===== src/rtl/vga_pkg.sv =====
// Shared VGA constants: active-area defaults, 3-bit {R,G,B} colours, motion FSM states.
package vga_pkg;

    localparam int unsigned H_ACTIVE_DEF = 640;
    localparam int unsigned V_ACTIVE_DEF = 480;

    localparam logic [2:0] BLACK   = 3'b000;
    localparam logic [2:0] BLUE    = 3'b001;
    localparam logic [2:0] GREEN   = 3'b010;
    localparam logic [2:0] CYAN    = 3'b011;
    localparam logic [2:0] RED     = 3'b100;
    localparam logic [2:0] MAGENTA = 3'b101;
    localparam logic [2:0] YELLOW  = 3'b110;
    localparam logic [2:0] WHITE   = 3'b111;

    typedef enum logic [1:0] {
        WAIT_FRAME,
        UPD_X,
        UPD_Y
    } motion_state_e;

    // Sprite colour sequence 1..7, skipping black so the sprite never disappears.
    function automatic logic [2:0] next_colour(input logic [2:0] c);
        return (c == WHITE) ? BLUE : c + 3'd1;
    endfunction

endpackage


===== src/rtl/sprite_motion.sv =====
// Sprite position/direction FSM: moves once per frame during vertical blanking.
module sprite_motion
    import vga_pkg::*;
#(
    parameter int unsigned H_ACTIVE = H_ACTIVE_DEF,
    parameter int unsigned V_ACTIVE = V_ACTIVE_DEF,
    parameter int unsigned SIZE     = 32,
    parameter int unsigned SPEED    = 2,
    parameter int unsigned X_INIT   = 0,
    parameter int unsigned Y_INIT   = 0
) (
    input  logic       clk,
    input  logic       rst_n,
    input  logic       pix_en,
    input  logic       run,
    input  logic [9:0] h_counter,
    input  logic [9:0] v_counter,
    output logic [9:0] x,
    output logic [9:0] y,
    output logic [2:0] colour,
    output logic [7:0] bounce_count
);

    localparam logic [10:0] X_MAX = 11'(H_ACTIVE - SIZE);
    localparam logic [10:0] Y_MAX = 11'(V_ACTIVE - SIZE);
    localparam logic [10:0] STEP  = 11'(SPEED);

    motion_state_e state_q, state_d;
    logic [10:0]   x_q, x_d, y_q, y_d;
    logic          dx_left_q, dx_left_d, dy_up_q, dy_up_d;
    logic          bounced_q, bounced_d;
    logic [2:0]    colour_q, colour_d;
    logic [7:0]    bc_q, bc_d;
    logic          hit_y;
    logic          frame_tick;

    assign frame_tick = pix_en && (h_counter == 10'd0) && (v_counter == 10'(V_ACTIVE));

    // Next-state and motion update; X then Y on consecutive pixel ticks.
    always_comb begin
        state_d   = state_q;
        x_d       = x_q;
        y_d       = y_q;
        dx_left_d = dx_left_q;
        dy_up_d   = dy_up_q;
        bounced_d = bounced_q;
        colour_d  = colour_q;
        bc_d      = bc_q;
        hit_y     = 1'b0;
        if (pix_en) begin
            case (state_q)
                WAIT_FRAME: begin
                    bounced_d = 1'b0;
                    if (frame_tick && run) state_d = UPD_X;
                end
                UPD_X: begin
                    if (!dx_left_q) begin
                        if (x_q + STEP > X_MAX) begin
                            x_d       = X_MAX;
                            dx_left_d = 1'b1;
                            bounced_d = 1'b1;
                        end else begin
                            x_d = x_q + STEP;
                        end
                    end else begin
                        if (x_q < STEP) begin
                            x_d       = '0;
                            dx_left_d = 1'b0;
                            bounced_d = 1'b1;
                        end else begin
                            x_d = x_q - STEP;
                        end
                    end
                    state_d = UPD_Y;
                end
                UPD_Y: begin
                    if (!dy_up_q) begin
                        if (y_q + STEP > Y_MAX) begin
                            y_d     = Y_MAX;
                            dy_up_d = 1'b1;
                            hit_y   = 1'b1;
                        end else begin
                            y_d = y_q + STEP;
                        end
                    end else begin
                        if (y_q < STEP) begin
                            y_d     = '0;
                            dy_up_d = 1'b0;
                            hit_y   = 1'b1;
                        end else begin
                            y_d = y_q - STEP;
                        end
                    end
                    // A corner hit sets both flags but still counts once.
                    if (bounced_q || hit_y) begin
                        bc_d     = bc_q + 8'd1;
                        colour_d = next_colour(colour_q);
                    end
                    state_d = WAIT_FRAME;
                end
                default: state_d = WAIT_FRAME;
            endcase
        end
    end

    // Motion state registers.
    always_ff @(posedge clk or negedge rst_n) begin
        if (!rst_n) begin
            state_q   <= WAIT_FRAME;
            x_q       <= 11'(X_INIT);
            y_q       <= 11'(Y_INIT);
            dx_left_q <= 1'b0;
            dy_up_q   <= 1'b0;
            bounced_q <= 1'b0;
            colour_q  <= RED;
            bc_q      <= '0;
        end else begin
            state_q   <= state_d;
            x_q       <= x_d;
            y_q       <= y_d;
            dx_left_q <= dx_left_d;
            dy_up_q   <= dy_up_d;
            bounced_q <= bounced_d;
            colour_q  <= colour_d;
            bc_q      <= bc_d;
        end
    end

    assign x            = x_q[9:0];
    assign y            = y_q[9:0];
    assign colour       = colour_q;
    assign bounce_count = bc_q;

endmodule


===== src/rtl/bounce_sprite_gen.sv =====
// Bouncing-sprite pixel generator: 2-stage colour pipeline with matched sync delay.
module bounce_sprite_gen
    import vga_pkg::*;
#(
    parameter int unsigned H_ACTIVE     = H_ACTIVE_DEF,
    parameter int unsigned V_ACTIVE     = V_ACTIVE_DEF,
    parameter int unsigned SIZE         = 32,
    parameter int unsigned SPEED        = 2,
    parameter int unsigned X_INIT       = 0,
    parameter int unsigned Y_INIT       = 0,
    parameter int unsigned BORDER_W     = 4,
    parameter logic [2:0]  BG_COLOR     = BLUE,
    parameter logic [2:0]  BORDER_COLOR = WHITE
) (
    input  logic       clk,
    input  logic       clear,
    input  logic       pix_en,
    input  logic       run,
    input  logic [9:0] h_counter,
    input  logic [9:0] v_counter,
    input  logic       display_on,
    input  logic       hsync_in,
    input  logic       vsync_in,
    output logic [2:0] rgb,
    output logic       hsync_out,
    output logic       vsync_out,
    output logic       bright_out,
    output logic [9:0] sprite_x,
    output logic [9:0] sprite_y,
    output logic [7:0] bounce_count
);

    localparam logic [10:0] SIZE_W = 11'(SIZE);
    localparam logic [10:0] BW     = 11'(BORDER_W);
    localparam logic [10:0] H_BR   = 11'(H_ACTIVE - BORDER_W);
    localparam logic [10:0] V_BR   = 11'(V_ACTIVE - BORDER_W);

    logic [9:0]  spr_x, spr_y;
    logic [2:0]  spr_colour;
    logic [10:0] h_w, v_w, x_w, y_w;

    logic       in_spr_q, in_spr_d, in_bord_q, in_bord_d, vis_q, vis_d;
    logic       hs1_q, hs1_d, vs1_q, vs1_d;
    logic [2:0] rgb_q, rgb_d;
    logic       hs2_q, hs2_d, vs2_q, vs2_d, bright_q, bright_d;

    sprite_motion #(
        .H_ACTIVE (H_ACTIVE),
        .V_ACTIVE (V_ACTIVE),
        .SIZE     (SIZE),
        .SPEED    (SPEED),
        .X_INIT   (X_INIT),
        .Y_INIT   (Y_INIT)
    ) u_motion (
        .clk          (clk),
        .rst_n        (clear),
        .pix_en       (pix_en),
        .run          (run),
        .h_counter    (h_counter),
        .v_counter    (v_counter),
        .x            (spr_x),
        .y            (spr_y),
        .colour       (spr_colour),
        .bounce_count (bounce_count)
    );

    assign h_w = {1'b0, h_counter};
    assign v_w = {1'b0, v_counter};
    assign x_w = {1'b0, spr_x};
    assign y_w = {1'b0, spr_y};

    // Stage 1: classify the incoming pixel and capture sync.
    always_comb begin
        in_spr_d  = in_spr_q;
        in_bord_d = in_bord_q;
        vis_d     = vis_q;
        hs1_d     = hs1_q;
        vs1_d     = vs1_q;
        if (pix_en) begin
            in_spr_d  = display_on && (h_w >= x_w) && (h_w < x_w + SIZE_W)
                                   && (v_w >= y_w) && (v_w < y_w + SIZE_W);
            in_bord_d = display_on && ((h_w < BW) || (h_w >= H_BR)
                                   ||  (v_w < BW) || (v_w >= V_BR));
            vis_d     = display_on;
            hs1_d     = hsync_in;
            vs1_d     = vsync_in;
        end
    end

    // Stage 2: colour priority sprite > border > background, blank outside display.
    always_comb begin
        rgb_d    = rgb_q;
        hs2_d    = hs2_q;
        vs2_d    = vs2_q;
        bright_d = bright_q;
        if (pix_en) begin
            if (!vis_q)         rgb_d = BLACK;
            else if (in_spr_q)  rgb_d = spr_colour;
            else if (in_bord_q) rgb_d = BORDER_COLOR;
            else                rgb_d = BG_COLOR;
            hs2_d    = hs1_q;
            vs2_d    = vs1_q;
            bright_d = vis_q;
        end
    end

    // Pipeline registers; syncs reset to their inactive (high) level.
    always_ff @(posedge clk or negedge clear) begin
        if (!clear) begin
            in_spr_q  <= 1'b0;
            in_bord_q <= 1'b0;
            vis_q     <= 1'b0;
            hs1_q     <= 1'b1;
            vs1_q     <= 1'b1;
            rgb_q     <= BLACK;
            hs2_q     <= 1'b1;
            vs2_q     <= 1'b1;
            bright_q  <= 1'b0;
        end else begin
            in_spr_q  <= in_spr_d;
            in_bord_q <= in_bord_d;
            vis_q     <= vis_d;
            hs1_q     <= hs1_d;
            vs1_q     <= vs1_d;
            rgb_q     <= rgb_d;
            hs2_q     <= hs2_d;
            vs2_q     <= vs2_d;
            bright_q  <= bright_d;
        end
    end

    assign rgb        = rgb_q;
    assign hsync_out  = hs2_q;
    assign vsync_out  = vs2_q;
    assign bright_out = bright_q;
    assign sprite_x   = spr_x;
    assign sprite_y   = spr_y;

endmodule


===== config.mk =====
export PLATFORM = sky130hd
export DESIGN_NAME = bounce_sprite_gen
export DESIGN_NICKNAME = d
export VERILOG_FILES = /design/src/rtl/vga_pkg.sv /design/src/rtl/sprite_motion.sv /design/src/rtl/bounce_sprite_gen.sv
export SDC_FILE = /design/constraint.sdc
export NUM_CORES = 1
export LEC_CHECK = 0
export ABC_AREA = 1
export CAP_MARGIN = 20
export CORE_ASPECT_RATIO = 1.25
export CORE_MARGIN = 1
export CORE_UTILIZATION = 60
export DETAILED_ROUTE_END_ITERATION = 12
export GPL_ROUTABILITY_DRIVEN = 0
export PLACE_DENSITY = 0.86
export SLEW_MARGIN = 25
export SYNTH_ARGS = -nofsm -noshare
export SYNTH_HDL_FRONTEND = slang
export SYNTH_HIERARCHICAL = 1
export SYNTH_SLANG_ARGS = --single-unit

===== constraint.sdc =====
create_clock -name clk -period 3.5 [get_ports clk]
set_input_delay 0.7 -clock clk [delete_from_list [all_inputs] [get_ports clk]]
set_output_delay 0.7 -clock clk [all_outputs]
set_load 0.03 [all_outputs]

==> flow_summary.yaml <==
global_route:
  grt_pass1_wl_um: 17200
  grt_max_degree: 48
  globalRoute.totalOverflow: 0
  grt_use_total: 0.278
  antenna_found_initial: 0
  grt_pass1_vias: 3868
clock_network:
  cts_tree: "done"
  clock-sinks: 47
  clk_latency_ns: 0.31
  clockBufferDepth: 2
  h-tree-depth: 2
  cts-buffers-inserted: 5
  cts_resized: 0
  post_cts_buffers: 0
  hold_buffers: 0
  path_clk_slew_ns: 0.10
  cts_root_buf: "clkbuf_8"
synth:
  synth_edf_count: 0
  ys.flop_type: "dfrtp_1"
  synth_top_area_share: 0.242
  netlist_instances: 637
  synth.avg_cell_area_um2: 6.83
  yosysUniqueCellTypes: 43
  ys_seq_area_frac: 0.272
  synth_top_cell_by_area: "dfrtp_1"
  synth_area_um2: 4350
  ys_ff_latch: 47
  synth_area_leaders: "dfrtp_1 (24%), nand2_1 (14%), ha_1 (11%), inv_1 (7.0%), nand3_1 (6.3%)"
  async_reset_ff_frac: 1.00
  synth_warnings: 6
critical_path:
  worstPathCellList: "clkdlybuf4s50_1"
  critical_path.top_delay_family: "buffers and inverters"
  crit_required_ns: 2.80
  path_max_fanout: 14
  end_kind: "output port"
  cp.depth: 1
  r2r_end: "in_spr_q"
  crit_type: "reg -> out"
  crit_path_start_kind: "flip-flop"
  cp_slowest_cell: "clkdlybuf4s50_1"
  r2r_start: "u_motion/x_q[5]"
  crit_buf_inv: 1
  cp.arrival_ns: 1.80
  r2r_slack_ns: 1.18
  cp_slowest_stage_delay_ns: 0.80
  rr_worst_depth: 10
cells_and_area:
  final_cells: 761
  fill_cells: 568
  final_cell_area_um2: 4940
  n_antenna_cell: 0
  final_cell_mix: "nand2_1 (162), inv_1 (81), nor2_1 (60), clkdlybuf4s50_1 (57), nand3_1 (55)"
  nets: 736
  fin_util: 0.707
  syn_to_final_growth_pct: 13.4
  layout_commonest_cell: "nand2_1"
  drive_gt1_frac: 0.0700
  multi_input_area_um2: 2610
  ff_latch_area_um2: 1180
floorplanning:
  num_io_pins: 61
  die_h_um: 97.2
  initial_core_util: 0.624
  die_area_um2: 7600
  fp.dieW_um: 78.2
  core_um2: 6980
  row_count: 34
timing:
  max_freq_mhz: 401
  slew_viol_final: 0
  setup_viol: 0
  post-route-period-util: 0.713
  fin_skew_ns: 0.0110
  slew_headroom: 0.592
  finalHoldViolations: 0
  tns_ns: 0
  finalCriticalPeriod_ns: 2.50
  worst_pin_slew_ns: 0.612
  grt_setup_unrepaired: "no"
job:
  maxCapViolCount: 0
power_and_ir_drop:
  p_leak_nw: 2.48
  p_per_area_nw_per_um2: 282
  max-vdd-ir-drop_v: 0.000199
drt:
  drtIter0Drc: 312
  drt-wirelength-per-cell_um: 13.8
  vias_per_cell: 5.54
  first_pass_iters: 5
  drt_wl_total_um: 10500
  drc_errors: 0
  num_vias: 4217
  antenna_left: 0
placed_design:
  io_buffers: 58
  dp.final_hpwl_um: 7850
  place_inst: 753
  placedInstanceArea_um2: 4820
outcome:
  status: "finished, final reports clean"
worst_hold_path:
  hp-class: "in -> async"
## kinds of logic (layout without fill, tap and decap cells)
kind of cell | Yosys count | in the layout | share of synthesized area
and+or+nand+nor | 326 | 326 | 0.336
buffers and inverters | 123 | 156 | 0.130
AOI/OAI and AO/OA | 73 | 73 | 0.0932
DFF | 47 | 47 | 0.272
adders and majority gates | 39 | 39 | 0.112
xor gates and xnor gates | 28 | 28 | 0.0564
other | 1 | 2 | 0.000862
## power by group
group          switching, mW  internal, mW
logic                  0.225         0.144
clock network          0.196         0.215
registers             0.0392         0.573
total                  0.459         0.932
## worst max path at each step
stage | from | end | slack [ns]
after global routing | u_motion/x_q[5] | sprite_x[5] | 0.95
after CTS | u_motion/x_q[5] | sprite_x[5] | 1.01
after detailed placement | pix_en | u_motion/y_q[9] | 0.89
after floorplan | u_motion/y_q[5] | in_spr_q | 1.62
after global placement | pix_en | u_motion/y_q[10] | 0.97
final | u_motion/x_q[5] | sprite_x[5] | 1.00
## flip-flops by register name, indices dropped and copies added, names as in the netlist, 2 cells and up
register,cells
u_motion/x_q,10
u_motion/y_q,10
u_motion/bounce_count,8
rgb,3
u_motion/colour,3
u_motion/state_q,2
## area by class of cell
cell class	instances	area share
Clock buffer	5	0.0139
Timing Repair Buffer	59	0.119
Sequential cell	47	0.240
Tap cell	90	0.0228
Multi-Input combinational cell	468	0.528
Inverter	89	0.0677
Clock inverter	3	0.00938
## cells in the mapped netlist, types with 2 or more instances
master / instances
a21oi_2: 2
nand4_1: 12
inv_2: 7
nand3_1: 55
dfstp_2: 5
buf_4: 20
xnor2_1: 4
nand2_2: 5
nand2_4: 3
nand2_1: 162
xor2_1: 24
a22oi_1: 4
nand3b_1: 3
nor3_1: 7
a21oi_1: 32
nor2_1: 60
nor4_1: 5
nor2_4: 3
dfrtp_1: 42
or2_2: 2
o21ai_0: 21
buf_2: 6
nor2_2: 4
o21ai_1: 6
ha_1: 39
inv_1: 81
buf_6: 3
clkbuf_1: 5
## metal layers
| layer | share of wire | track usage | up-vias |
|---|---|---|---|
| met3 | 0.050 | 0.0394 | 22 |
| li1 | - | - | 2090 |
| met5 | 0 | 0 | - |
| met1 | 0.41 | 0.330 | 1953 |
| met4 | 0.022 | 0.0983 | 0 |
| met2 | 0.52 | 0.502 | 152 |
## metrics by stage
stage	worst slack (ns)	power [mW]	hold WS, ns
after floorplan	1.62	0.867	0.404
after global placement	0.968	0.973	0.452
after detailed placement	0.894	0.986	0.456
after CTS	1.01	1.39	0.471
after global routing	0.951	1.46	0.433
final	1.00	1.39	0.396
Note: power is estimated with default switching activity, not from simulation.
